$ cat src/rtl/register_controller.sv
// General-purpose register file: one synchronous write port, two combinational
// read ports, optional hard-wired zero register, async active-low clear.
module reg_cell #(
   parameter int REG_WIDTH = 32
) (
   input  logic                 clk,
   input  logic                 rst_n,
   input  logic                 we,
   input  logic [REG_WIDTH-1:0] d,
   output logic [REG_WIDTH-1:0] q
);
   always_ff @(posedge clk or negedge rst_n) begin
      if (!rst_n)  q <= '0;
      else if (we) q <= d;
   end
endmodule

module reg_read_port #(
   parameter int REG_WIDTH  = 32,
   parameter int NUM_REGS   = 32,
   parameter int ADDR_WIDTH = 5
) (
   input  logic [NUM_REGS-1:0][REG_WIDTH-1:0] regs,
   input  logic [ADDR_WIDTH-1:0]              addr,
   output logic [REG_WIDTH-1:0]               data
);
   logic in_range;

   // Widen by one bit so a power-of-two NUM_REGS still fits the compare.
   assign in_range = {1'b0, addr} < (ADDR_WIDTH+1)'(NUM_REGS);

   always_comb begin
      data = '0;
      if (in_range) data = regs[addr];
   end
endmodule

module register_controller #(
   parameter int REG_WIDTH       = 32,
   parameter int NUM_REGS        = 32,
   parameter int ADDR_WIDTH      = $clog2(NUM_REGS),
   parameter bit REG_ZERO_GROUND = 1'b1
) (
   input  logic                  clk,
   input  logic                  rst_n,
   input  logic                  write_enable,
   input  logic [ADDR_WIDTH-1:0] write_addr,
   input  logic [REG_WIDTH-1:0]  write_data,
   input  logic [ADDR_WIDTH-1:0] read_addr_0,
   input  logic [ADDR_WIDTH-1:0] read_addr_1,
   output logic [REG_WIDTH-1:0]  read_data_0,
   output logic [REG_WIDTH-1:0]  read_data_1
);
   localparam int NUM_READ = 2;

   logic [NUM_REGS-1:0][REG_WIDTH-1:0]  regs;
   logic [NUM_REGS-1:0]                 we;
   logic [NUM_READ-1:0][ADDR_WIDTH-1:0] raddr;
   logic [NUM_READ-1:0][REG_WIDTH-1:0]  rdata;

   // Out-of-range write addresses match no decode line and are dropped.
   for (genvar i = 0; i < NUM_REGS; i++) begin : g_reg
      assign we[i] = write_enable && ({1'b0, write_addr} == (ADDR_WIDTH+1)'(i));
      if (i == 0 && REG_ZERO_GROUND) begin : g_zero
         assign regs[i] = '0;
      end else begin : g_store
         reg_cell #(.REG_WIDTH(REG_WIDTH)) u_cell (
            .clk   (clk),
            .rst_n (rst_n),
            .we    (we[i]),
            .d     (write_data),
            .q     (regs[i])
         );
      end
   end

   assign raddr[0] = read_addr_0;
   assign raddr[1] = read_addr_1;

   for (genvar p = 0; p < NUM_READ; p++) begin : g_rd
      reg_read_port #(
         .REG_WIDTH  (REG_WIDTH),
         .NUM_REGS   (NUM_REGS),
         .ADDR_WIDTH (ADDR_WIDTH)
      ) u_port (
         .regs (regs),
         .addr (raddr[p]),
         .data (rdata[p])
      );
   end

   assign read_data_0 = rdata[0];
   assign read_data_1 = rdata[1];
endmodule

$ cat config.mk
export PLATFORM = sky130hd
export DESIGN_NAME = register_controller
export DESIGN_NICKNAME = d
export VERILOG_FILES = /design/src/rtl/register_controller.sv
export SDC_FILE = /design/constraint.sdc
export NUM_CORES = 2
export LEC_CHECK = 0
export CELL_PAD_IN_SITES_DETAIL_PLACEMENT = 0
export CELL_PAD_IN_SITES_GLOBAL_PLACEMENT = 2
export CORE_ASPECT_RATIO = 2
export CORE_MARGIN = 2
export CORE_UTILIZATION = 35
export CTS_BUF_LIST = sky130_fd_sc_hd__clkbuf_8
export CTS_CLUSTER_SIZE = 16
export DETAILED_ROUTE_END_ITERATION = 16
export GPL_ROUTABILITY_DRIVEN = 0
export PLACE_DENSITY = 0.65
export SLEW_MARGIN = 10
export SYNTH_ARGS = -nofsm -noshare
export SYNTH_HDL_FRONTEND = slang
export SYNTH_SLANG_ARGS = --single-unit
$ cat constraint.sdc
create_clock -name clk -period 2.3 [get_ports clk]
set_input_delay 0.345 -clock clk [delete_from_list [all_inputs] [get_ports clk]]
set_output_delay 0.345 -clock clk [all_outputs]
set_load 0.02 [all_outputs]
Word-level counts from Yosys, hierarchy flattened --
Index checks and enable logic that the tools add are counted.
Cells by class: $lt $le $gt $ge 2, equal/unequal tests 31, mux-type cells 4, reductions and logical operators 31
Operator list (count):
- binary-select mux 32 bit (select 5 bit) | 2
- equality test 5 bit, second input constant | 16
- two-way mux 32 bit | 2
- equality test 5 x 4 -> 1 bit, second input constant | 8
- logical AND 1 bit | 31
- equality test 5 x 3 -> 1 bit, second input constant | 4
- less-than comparator 5 x 6 -> 1 bit, second input constant | 2
- equality test 5 x 2 -> 1 bit, second input constant | 2
- equality test 5 x 1 -> 1 bit, second input constant | 1
Word-level totals: register bits after elaboration 992, input port bits 50, output and inout port bits 64, word-level logic and storage cells 99

Longest topological paths before layout --
depth after elaboration 2, depth in mapped cells 9, gate-level depth less buffers 4

Modules after synthesis --
From an unflattened synthesis, not the netlist that was laid out.
Unflattened totals: cells, all modules 4471, area total of the unflattened synthesis 59701.0 µm²
By module, submodules not included:
- reg_cell | times used 31, cells each 68, area an instance 1345.0 µm², sequential area each 800.8 µm²
- reg_read_port | times used 2, cells each 1158, area an instance 8887.3 µm², sequential area each 0.0 µm²
- register_controller | times used 1, cells each 47, area an instance 230.2 µm², sequential area each 0.0 µm²

Worst setup path after synthesis --
No wires, ideal clock.
path kind input to output, from input read_addr_1[0], to output read_data_1[10], data arrival time 1953 ps, data required time 1955 ps, path slack 2 ps, stages 7, path buffers 3, cell sequence buf_2 > buf_6 > buf_2 > mux4_2 > a22o_1 > o21ai_1 > o31ai_1
On the way: cells in the longest elaborated chain, start to end 2
Ends and longest elaborated chain:
- start: declaration | RTL line 50 | input logic [ADDR_WIDTH-1:0] read_addr_1,
- binary-select mux 32 bit (select 5 bit) | RTL line 34 | if (in_range) data = regs[addr];
- two-way mux 32 bit (not written as such) | RTL line 34
- end: declaration | RTL line 52 | output logic [REG_WIDTH-1:0] read_data_1
No other way between the ends. The select of a mux whose other input is x is not followed.

Worst setup path in the final report --
from register g_reg[28].g_store.u_cell.q[19], to output read_data_1[19]
On the way: cells in the longest elaborated chain, start to end 2
Ends and longest elaborated chain:
- start: declaration | RTL line 10 | output logic [REG_WIDTH-1:0] q
- start signal: assignment | RTL line 13 | if (!rst_n) q <= '0;
- start signal: assignment | RTL line 14 | else if (we) q <= d;
- binary-select mux 32 bit (select 5 bit) | RTL line 34
- two-way mux 32 bit (not written as such) | RTL line 34
No other way between the ends. The select of a mux whose other input is x is not followed.

==> qor.txt <==
Outcome - complete, but fails checks
Failing checks - setup timing
Layout area overhead - 24.9%
Residual DRC count - 0
Die area - 155,000 µm²
Vert. Die Dim - 556 µm
Sequential-to-total area share from yosys stat - 0.466
Fmax - 327 MHz
Number of enable flip-flop cells after synthesis - 0
Clk buf depth - 4
Vias per cell - 5.85
Synth Area in Compound Gates - 0.0632
Register with the most flip-flops - g.g_store.u_cell.q
CP Class - register to output pin
CP Launch Point - g_reg[28].g_store.u_cell.q[19]
Final hold vios - 0
Int Pwr - 36.9 mW
Post-synthesis async set-or-reset flop share - 1.00
Layout fillers - 13.8k
Vias in the first global route - 40.2k
Number of routed nets with antenna violations - 0
R2R Setup Slk - 1.40 ns
Crit-path cells - buf_4, mux4_2, a22o_1, o21ai_1, buf_4, o31ai_4, buf_6
Worst r2r src - g_reg[15].g_store.u_cell.q[30]
CTS tree - yes
Worst setup EP type - output pin
Largest regs - g.g_store.u_cell.q: 992 flops
Clock network fraction of total power - 0.292
Core area - 151,000 µm²
Net Sw Frac - 0.301
1st-iter DRT viols - 1,877
Largest family of logic cells by synthesized area - multiplexers
Post-route minimum period - 3.06 ns
Most area-hungry cell type in the Yosys netlist - dfrtp_1
Total track usage - 0.268
Row Count - 202
Clock sink count - 992
Largest stage delay on the critical path - 0.44 ns
Comb pwr share - 0.265
First-pass GRT wire length - 296,000 µm
Synth Area in Simple Gates - 0.0137
Synth unique cells - 28
Final Instance Area - 66,500 µm²
Most frequent cell after synthesis - dfrtp_1
Pwr/cell area - 794 nW/µm²
Seq cells post-synth - 992
VDD IR max - 0.340 mV
# H-tree levels - 4
DR pass1 iterations - 5
Synth Instances - 3,605
Clk_skew - 0 ns
Placed Area - 62,000 µm²
Via count - 36.3k
Synthesized net count - 3,655
Post-Syn Area - 53,200 µm²
Slowest CP cell - mux4_2
Family with the most delay on the worst path - compound AO/OA/AOI/OAI gates
NetSw - 15.9 mW
Mux cell area share after synthesis - 0.422
Ranking of synthesized cells by area - dfrtp_1 (47%), mux2_2 (21%), mux4_2 (16%)
Leak Pwr - 29.3 nW
Avg WL per Cell - 33.2 µm
Max FFs per register - 992
HPWL Detailed - 145,000 µm
Worst skew pair latency - 0.88 ns
IO Count - 114
FF+latch area - 24,800 µm²
WHS - 0.305 ns
RSZ-0062 raised after global routing - true
CTS buffer count - 159
Synth Flop Type - dfrtp_1
Syn Area/Cell - 14.8 µm²
Post-Synth XOR/XNOR Area - 0
Clock root buffer - clkbuf_8
Global route overflow - 0
Max_cap viols - 0
Multi-input logic area - 28,100 µm²
Share of Yosys cell area claimed by the top area cell type - 0.466
Seq pwr share - 0.442
Setup ws final - -0.761 ns
CP required - 1.96 ns
Crit path top cell by count - buf_4
Clock Pin Slew Worst Setup and Hold Paths - 0.07 ns
Effective utilization at floorplan - 0.352
Routed wire length - 206,000 µm
Horiz. Die Dim - 280 µm
Setup Viol. Count Final - 64
Share of layout cells above drive strength 1 - 0.593
Synth warn - 0
Crit-path max FO - 3
Critical Path AT - 2.72 ns
Worst-Margin Slew - 0.818 ns
Largest net degree at the start of global routing - 111
Hold Crit Class - input pin to asynchronous set/reset pin
CP Launch Type - register
CP Buf/Inv Count - 3
Most frequent cells after synthesis - dfrtp_1 (992), mux2_2 (973), mux4_2 (384)
Nets - 4,197
Post-Synth Adder-Cell Area - 0
Worst rel slew slack - 0.453
Tcrit/Tclk final - 1.33
Slew Viols, Final - 0
Port Buffers - 113
Initial antenna violation count - 4
Final core area utilization - 0.440
## cells by family after synthesis
family	Yosys count
compound gates	448
buf+inv	408
flops	992
mux	1632
simple gates	125
## timing repair
action                                  4_1_cts  5_1_grt
hold buffers                                  2        0
endpoints found under the setup margin       64       64
pin swaps                                   135       73
endpoints found under the hold margin       708        0
gates resized for setup                     434       62
buffers inserted                              6        8
## worst reg2reg max path, delay by kind of cell, from the launching register on
kind,cells,cell delay (ns)
buffers and inverters,1,0.14
multiplexers,1,0.25
flip-flops,1,0.40
## worst paths after layout
kind	to	cells after the start
setup / recovery	read_data_1[19]	7
hold / removal	g_reg[23].g_store.u_cell.q[10]	3
setup reg to reg	g_reg[15].g_store.u_cell.q[30]	2
hold reg to reg	g_reg[14].g_store.u_cell.q[3]	1
max in group asynchronous	g_reg[5].g_store.u_cell.q[15]	3
min in group clk	g_reg[18].g_store.u_cell.q[13]	3
## routing by layer
metal	global-route usage	vias up	share of wire
met1	0.296	19800	0.37
li1	-	15100	-
met4	0.133	0	0.053
met2	0.502	948	0.55
met3	0.0290	445	0.031
met5	0	-	0
## area by class of cell
class	instances	area share
clock inverters	71	0.00485
diodes	6	0.000226
repair buffers	787	0.121
flip-flops and latches	992	0.373
multi-input cells	2205	0.422
clock buffers	202	0.0418
well taps	1938	0.0365
inverters	2	0.000113
## placed cells by master (no fill, tap or decap), types with 11 or more instances in the layout
master             n
nand2_2           13
mux2_2           973
dfrtp_1          992
mux2i_1          186
o21ai_1           20
a22o_1           181
o21ai_4           15
mux2_1            83
inv_1             46
and2_1            58
clkdlybuf4s50_1   38
buf_12           129
o22ai_1           64
nor2_4            14
clkinv_2          19
buf_6             98
a211oi_2          14
o21ai_2           29
a211oi_1          50
o31ai_4           55
buf_4            515
clkbuf_8         202
a22o_4            11
mux4_2           384
## power groups by stage
stage / logic, mW / registers, mW / clock network [mW]
finish: 14.0 / 23.3 / 15.4
global route: 14.9 / 23.8 / 16.6
CTS: 14.0 / 23.3 / 15.9
detailed placement: 13.3 / 23.7 / 0
global placement: 13.1 / 23.4 / 0
floorplan: 8.40 / 22.7 / 0
## through the flow
| step | cells | setup slack [ns] | TNS, ns | power [mW] |
|---|---|---|---|---|
| floorplan | 3605 | 0.00184 | 0 | 31.1 |
| global placement | 5947 | -1.28 | -115.46 | 36.6 |
| detailed placement | 5947 | -1.30 | -120.84 | 37.0 |
| CTS | 6192 | -0.849 | -45.00 | 53.2 |
| global route | 6201 | -0.828 | -44.16 | 55.2 |
| finish | 6203 | -0.761 | -39.00 | 52.8 |
No activity file was read; power rests on OpenSTA's default activity.
